File: src/rtl/adc_avg_bcd.sv
// Block boxcar averager over 2^LOG2N ADC samples, followed by an iterative
// double-dabble converter that turns each completed average into 4-digit packed BCD.
module adc_avg_bcd #(
    parameter int DATA_W = 12,
    parameter int LOG2N  = 3
) (
    input  logic              SCLK,
    input  logic              reset,
    input  logic              rx_done_tick,
    input  logic [DATA_W-1:0] data_in,
    input  logic              clear,
    output logic [DATA_W-1:0] avg_out,
    output logic              avg_valid,
    output logic [15:0]       bcd_out,
    output logic              bcd_valid,
    output logic              busy,
    output logic              overrun
);
    localparam int         ACC_W     = DATA_W + LOG2N;
    localparam logic [3:0] LAST_STEP = 4'(DATA_W - 1);

    typedef enum logic {IDLE, SHIFT} state_t;
    state_t state, state_next;

    logic [ACC_W-1:0]  acc;
    logic [LOG2N-1:0]  cnt;
    logic [ACC_W-1:0]  sum;
    logic              avg_done;
    logic [DATA_W-1:0] avg_new;

    logic [DATA_W-1:0] bin, bin_next, bin_sh;
    logic [15:0]       digits, digits_next, digits_sh, digits_adj;
    logic [3:0]        step, step_next;
    logic [15:0]       bcd_out_next;
    logic              bcd_valid_next;
    logic              overrun_next;

    // Sum includes the current sample so the final strobe produces the average on the same edge.
    assign sum      = acc + ACC_W'(data_in);
    assign avg_done = rx_done_tick && !clear && (cnt == '1);
    assign avg_new  = DATA_W'(sum >> LOG2N);

    // NOTE: sequential state uses non-blocking assignments so every register samples pre-edge values.
    always_ff @(posedge SCLK or negedge reset) begin
        if (!reset) begin
            acc       <= '0;
            cnt       <= '0;
            avg_out   <= '0;
            avg_valid <= 1'b0;
        end else begin
            avg_valid <= 1'b0;
            if (clear) begin
                acc <= '0;
                cnt <= '0;
            end else if (rx_done_tick) begin
                if (avg_done) begin
                    avg_out   <= avg_new;
                    avg_valid <= 1'b1;
                    acc       <= '0;
                    cnt       <= '0;
                end else begin
                    acc <= sum;
                    cnt <= cnt + LOG2N'(1);
                end
            end
        end
    end

    function automatic logic [15:0] dabble_adjust(input logic [15:0] d);
        logic [15:0] r;
        r = d;
        for (int i = 0; i < 4; i++) begin
            if (d[4*i +: 4] >= 4'd5) r[4*i +: 4] = d[4*i +: 4] + 4'd3;
        end
        return r;
    endfunction

    assign digits_adj = dabble_adjust(digits);
    assign digits_sh  = {digits_adj[14:0], bin[DATA_W-1]};
    assign bin_sh     = {bin[DATA_W-2:0], 1'b0};

    // NOTE: every variable gets a default before the case so no latch is inferred.
    always_comb begin
        state_next     = state;
        bin_next       = bin;
        digits_next    = digits;
        step_next      = step;
        bcd_out_next   = bcd_out;
        bcd_valid_next = 1'b0;
        overrun_next   = clear ? 1'b0 : overrun;
        case (state)
            IDLE: begin
                if (avg_done) begin
                    bin_next    = avg_new;
                    digits_next = '0;
                    step_next   = '0;
                    state_next  = SHIFT;
                end
            end
            SHIFT: begin
                bin_next    = bin_sh;
                digits_next = digits_sh;
                step_next   = step + 4'd1;
                if (step == LAST_STEP) begin
                    bcd_out_next   = digits_sh;
                    bcd_valid_next = 1'b1;
                    // A fresh average on the completing edge is picked up without a gap.
                    if (avg_done) begin
                        bin_next    = avg_new;
                        digits_next = '0;
                        step_next   = '0;
                    end else begin
                        state_next = IDLE;
                    end
                end else if (avg_done) begin
                    overrun_next = 1'b1;
                end
            end
            default: state_next = IDLE;
        endcase
    end

    always_ff @(posedge SCLK or negedge reset) begin
        if (!reset) begin
            state     <= IDLE;
            bin       <= '0;
            digits    <= '0;
            step      <= '0;
            bcd_out   <= '0;
            bcd_valid <= 1'b0;
            overrun   <= 1'b0;
        end else begin
            state     <= state_next;
            bin       <= bin_next;
            digits    <= digits_next;
            step      <= step_next;
            bcd_out   <= bcd_out_next;
            bcd_valid <= bcd_valid_next;
            overrun   <= overrun_next;
        end
    end

    assign busy = (state == SHIFT);

endmodule

File: config.mk
export PLATFORM = sky130hd
export DESIGN_NAME = adc_avg_bcd
export DESIGN_NICKNAME = d
export VERILOG_FILES = /design/src/rtl/adc_avg_bcd.sv
export SDC_FILE = /design/constraint.sdc
export NUM_CORES = 1
export LEC_CHECK = 0
export ABC_AREA = 1
export CAP_MARGIN = 20
export CORE_MARGIN = 5
export CORE_UTILIZATION = 51
export DETAILED_ROUTE_END_ITERATION = 6
export PLACE_DENSITY_LB_ADDON = 0.08
export RECOVER_POWER = 50
export SLEW_MARGIN = 20
export SYNTH_ARGS = -nofsm -noshare
export SYNTH_HDL_FRONTEND = slang
export SYNTH_SLANG_ARGS = --single-unit
File: constraint.sdc
create_clock -name SCLK -period 1.6 [get_ports SCLK]
set_input_delay 0.32 -clock SCLK [delete_from_list [all_inputs] [get_ports SCLK]]
set_output_delay 0.32 -clock SCLK [all_outputs]
set_load 0.03 [all_outputs]
==> qor.csv <==
stage,metric,value,unit
clocking,cts_tree,built,
logic_synthesis,ys_warn_count,0,
logic_synthesis,netlist_top_cells_area,"dfrtp_1, nand2_1, ha_1, o21ai_0, inv_1",
global_route,grt_pass1_wl,18960,microns
floorplan,ioPinCount,48,
final_layout,drive_gt1_share,31.04,%
worst_hold_path,hp-class,in -> reg,
sta,post-route-period-util,111.0,%
route,dr_total_vias,4224,
global_route,grt_pass1_vias,4183,
route,postRouteAntennaNets,0,
logic_synthesis,yosys.area.top_type,dfrtp_1,
outcome,violations,setup timing,
setup_path,cp-end-kind,register,
final_layout,design_area,0.006217,sq mm
logic_synthesis,synth-seq-cells,82,
pwr,p_leak,3.300,nW
setup_path,critPathKind,reg -> reg,
logic_synthesis,avgSynthCellArea,7.926,sq um
global_route,grt_use_met1,27.05,%
logic_synthesis,synthFlopType,dfrtp_1,
sta,finClkSkew,12.77,ps
sta,rsz0062_at_grt,yes,
logic_synthesis,seq_area_frac_synth,47.07,%
logic_synthesis,synthArstFlopShare,100.0,%
global_route,busiest_layer,met2,
route,drtIter0Drc,187,
final_layout,antenna_cells,0,
sta,max_freq,0.5631,GHz
route,via_per_inst,5.450,
outcome,status,"complete, but fails checks",
floorplan,die_w,102.5,microns
pwr,total_power,6.498,mW
logic_synthesis,netlist_top_cells_count,"nand2_1, dfrtp_1, inv_1",
floorplan,start_util,52.79,%
route,drc,0,
logic_synthesis,synth_top_area_share,47.07,%
global_route,grtUsageMet2,39.97,%
setup_path,worstSetupStartpointType,register,
final_layout,syn2layout_area_growth,42.62,%
setup_path,cp_max_fo,5,
final_layout,final_nets,705,
placed_design,gp_congestion,0.9227,
clocking,insertion_delay,360,ps
final_layout,fin_cells,775,
clocking,h-tree-depth,3,
sta,relSlewSlack,49.80,%
route,routedWlPerCell,15.86,microns
clocking,clk_pin_slew,100,ps
sta,final_max_slew_viol_count,0,
clocking,clk_path_buf_depth,2,
sta,layout_setup_ws,-175.9,ps
placed_design,dpl_cell_area,0.005251,sq mm
clocking,clkSinkCount,82,
placed_design,dp_cells,733,
global_route,grt_max_degree,38,
sta,finalSetupTns,-2666,ps
route,wl,12290,microns
clocking,cts_buffers,9,
global_route,use_met3,3.959,%
logic_synthesis,syn_nets,590,
global_route,grtUsageTotal,22.96,%
flow_run,cap_viol_max_count,0,
clocking,clockRootBuffer,clkbuf_8,
pwr,peakVddDrop,0.6178,mV
logic_synthesis,syn_area,0.004359,sq mm
floorplan,design.die.area,0.01050,sq mm
floorplan,die_h,102.5,microns
sta,tightest_slew,753.0,ps
logic_synthesis,syn_inst,550,
global_route,grt_overflow,0,
placed_design,dpl.hpwl,7861,microns
global_route,antenna_found_initial,0,
floorplan,coreArea,0.008258,sq mm
logic_synthesis,synth_most_common_cell,nand2_1,
logic_synthesis,synth-edff-count,0,
sta,setup_viol,29,
route,drt_pass1_iterations,7,
final_layout,utilization,75.29,%
setup_path,required,1840,ps
floorplan,num_rows,33,
final_layout,num-fill-cells,578,
pwr,power.density,1045,mW/mm^2
sta,hold_viol,0,
setup_path,arrival,2020,ps
sta,post-route-min-period,1776,ps
placed_design,io_buffer_count,47,
logic_synthesis,synth_cell_types,28,
## final timing paths
check                      slack, ps                endpoint  cells past startpoint                   start
setup / recovery                -180     acc[14]$_DFFE_PN0P_                     11      acc[2]$_DFFE_PN0P_
hold / removal                   470      acc[0]$_DFFE_PN0P_                      3              data_in[0]
setup reg to reg                -180     acc[14]$_DFFE_PN0P_                     11      acc[2]$_DFFE_PN0P_
hold reg to reg                  480  bcd_out[0]$_DFFE_PN0P_                      2  bcd_out[0]$_DFFE_PN0P_
max in group asynchronous        260  bcd_out[5]$_DFFE_PN0P_                      3                   reset
min in group asynchronous        550   digits[2]$_DFFE_PN0P_                      2                   reset
## critical path, cell delays in order (launching register included)
cell,delay (ps)
dfrtp_1,420
ha_4,320
buf_4,120
nand2_1,70
nor2_1,120
nand2_1,100
nand3_2,140
nand2_2,90
nand2_2,80
nand2_1,60
nand3_1,60
o21ai_0,80
## power breakdown
group	switching (mW)	internal, mW
clock network	0.874	0.590
registers	0.192	2.36
logic	1.46	1.01
## area by class of cell
cell class / count / area [sq um] / share of cell area, %
Clock buffer: 9 / 123.9 / 1.992
Clock inverter: 7 / 65.06 / 1.046
Inverter: 72 / 276.5 / 4.448
Multi-Input combinational cell: 381 / 2506 / 40.31
Sequential cell: 82 / 2052 / 33.00
Tap cell: 105 / 131.4 / 2.113
Timing Repair Buffer: 119 / 1062 / 17.09
## state kept, by name (all words and copies together) (netlist names)
| register | flops |
|---|---|
| acc | 15 |
| busy | 1 |
| avg_valid | 1 |
| digits | 16 |
| avg_out | 12 |
| bin | 12 |
| cnt | 3 |
| bcd_valid | 1 |
| bcd_out | 16 |
| step | 4 |
| overrun | 1 |
## layer usage
metal | share of wire [%] | up-vias
li1 | - | 2007
met3 | 5.5 | 41
met1 | 41 | 2034
met4 | 3.6 | 0
met2 | 50 | 142
met5 | 0 | -
## kinds of logic after synthesis
group	share of synthesized area (%)
AOI/OAI and AO/OA	12.00
and+or+nand+nor	23.45
adders and majority gates	7.061
DFF	47.07
buffers and inverters	8.209
xor gates and xnor gates	2.210
## placed cells by master, fill, tap and decap left out, types with 3 or more instances in the layout
cell type | Yosys | routed
dlygate4sd2_1 | 0 | 39
o21ai_1 | 3 | 16
nand2_4 | 0 | 9
nor2_1 | 28 | 23
o21ai_2 | 1 | 9
or2_2 | 4 | 4
nand2_2 | 0 | 31
clkbuf_8 | 0 | 9
a21oi_1 | 14 | 9
dfrtp_1 | 82 | 82
o22ai_1 | 18 | 18
buf_4 | 2 | 52
nand2_1 | 173 | 133
nand3_2 | 0 | 18
ha_2 | 0 | 3
ha_1 | 23 | 9
ha_4 | 0 | 11
nand3_1 | 35 | 15
inv_2 | 2 | 11
a21oi_2 | 0 | 4
nor2_4 | 0 | 4
clkinvlp_4 | 0 | 4
xor2_1 | 8 | 6
o21ai_0 | 53 | 31
nand4_1 | 4 | 4
buf_6 | 2 | 12
clkdlybuf4s50_1 | 0 | 6
a22o_1 | 5 | 5
nor2_2 | 2 | 3
inv_1 | 69 | 59
## what timing repair did
item                                    CTS  global route
gates resized for setup                 120            91
cloned                                    0             2
hold buffers                              1             0
hold endpoints to repair                 27             0
pin swaps                                36            39
endpoints found under the setup margin   85            74
setup buffers                             4            21
## metrics by stage
stage | hold WS, ps | worst slack (ps)
2_1_floorplan | 24.41 | -15.13
3_3_place_gp | 275.5 | -582.8
3_5_place_dp | 273.5 | -650.4
4_1_cts | 428.8 | -193.7
5_1_grt | 487.7 | -251.3
6_report | 465.7 | -175.9
No activity file was read; power rests on OpenSTA's default activity.
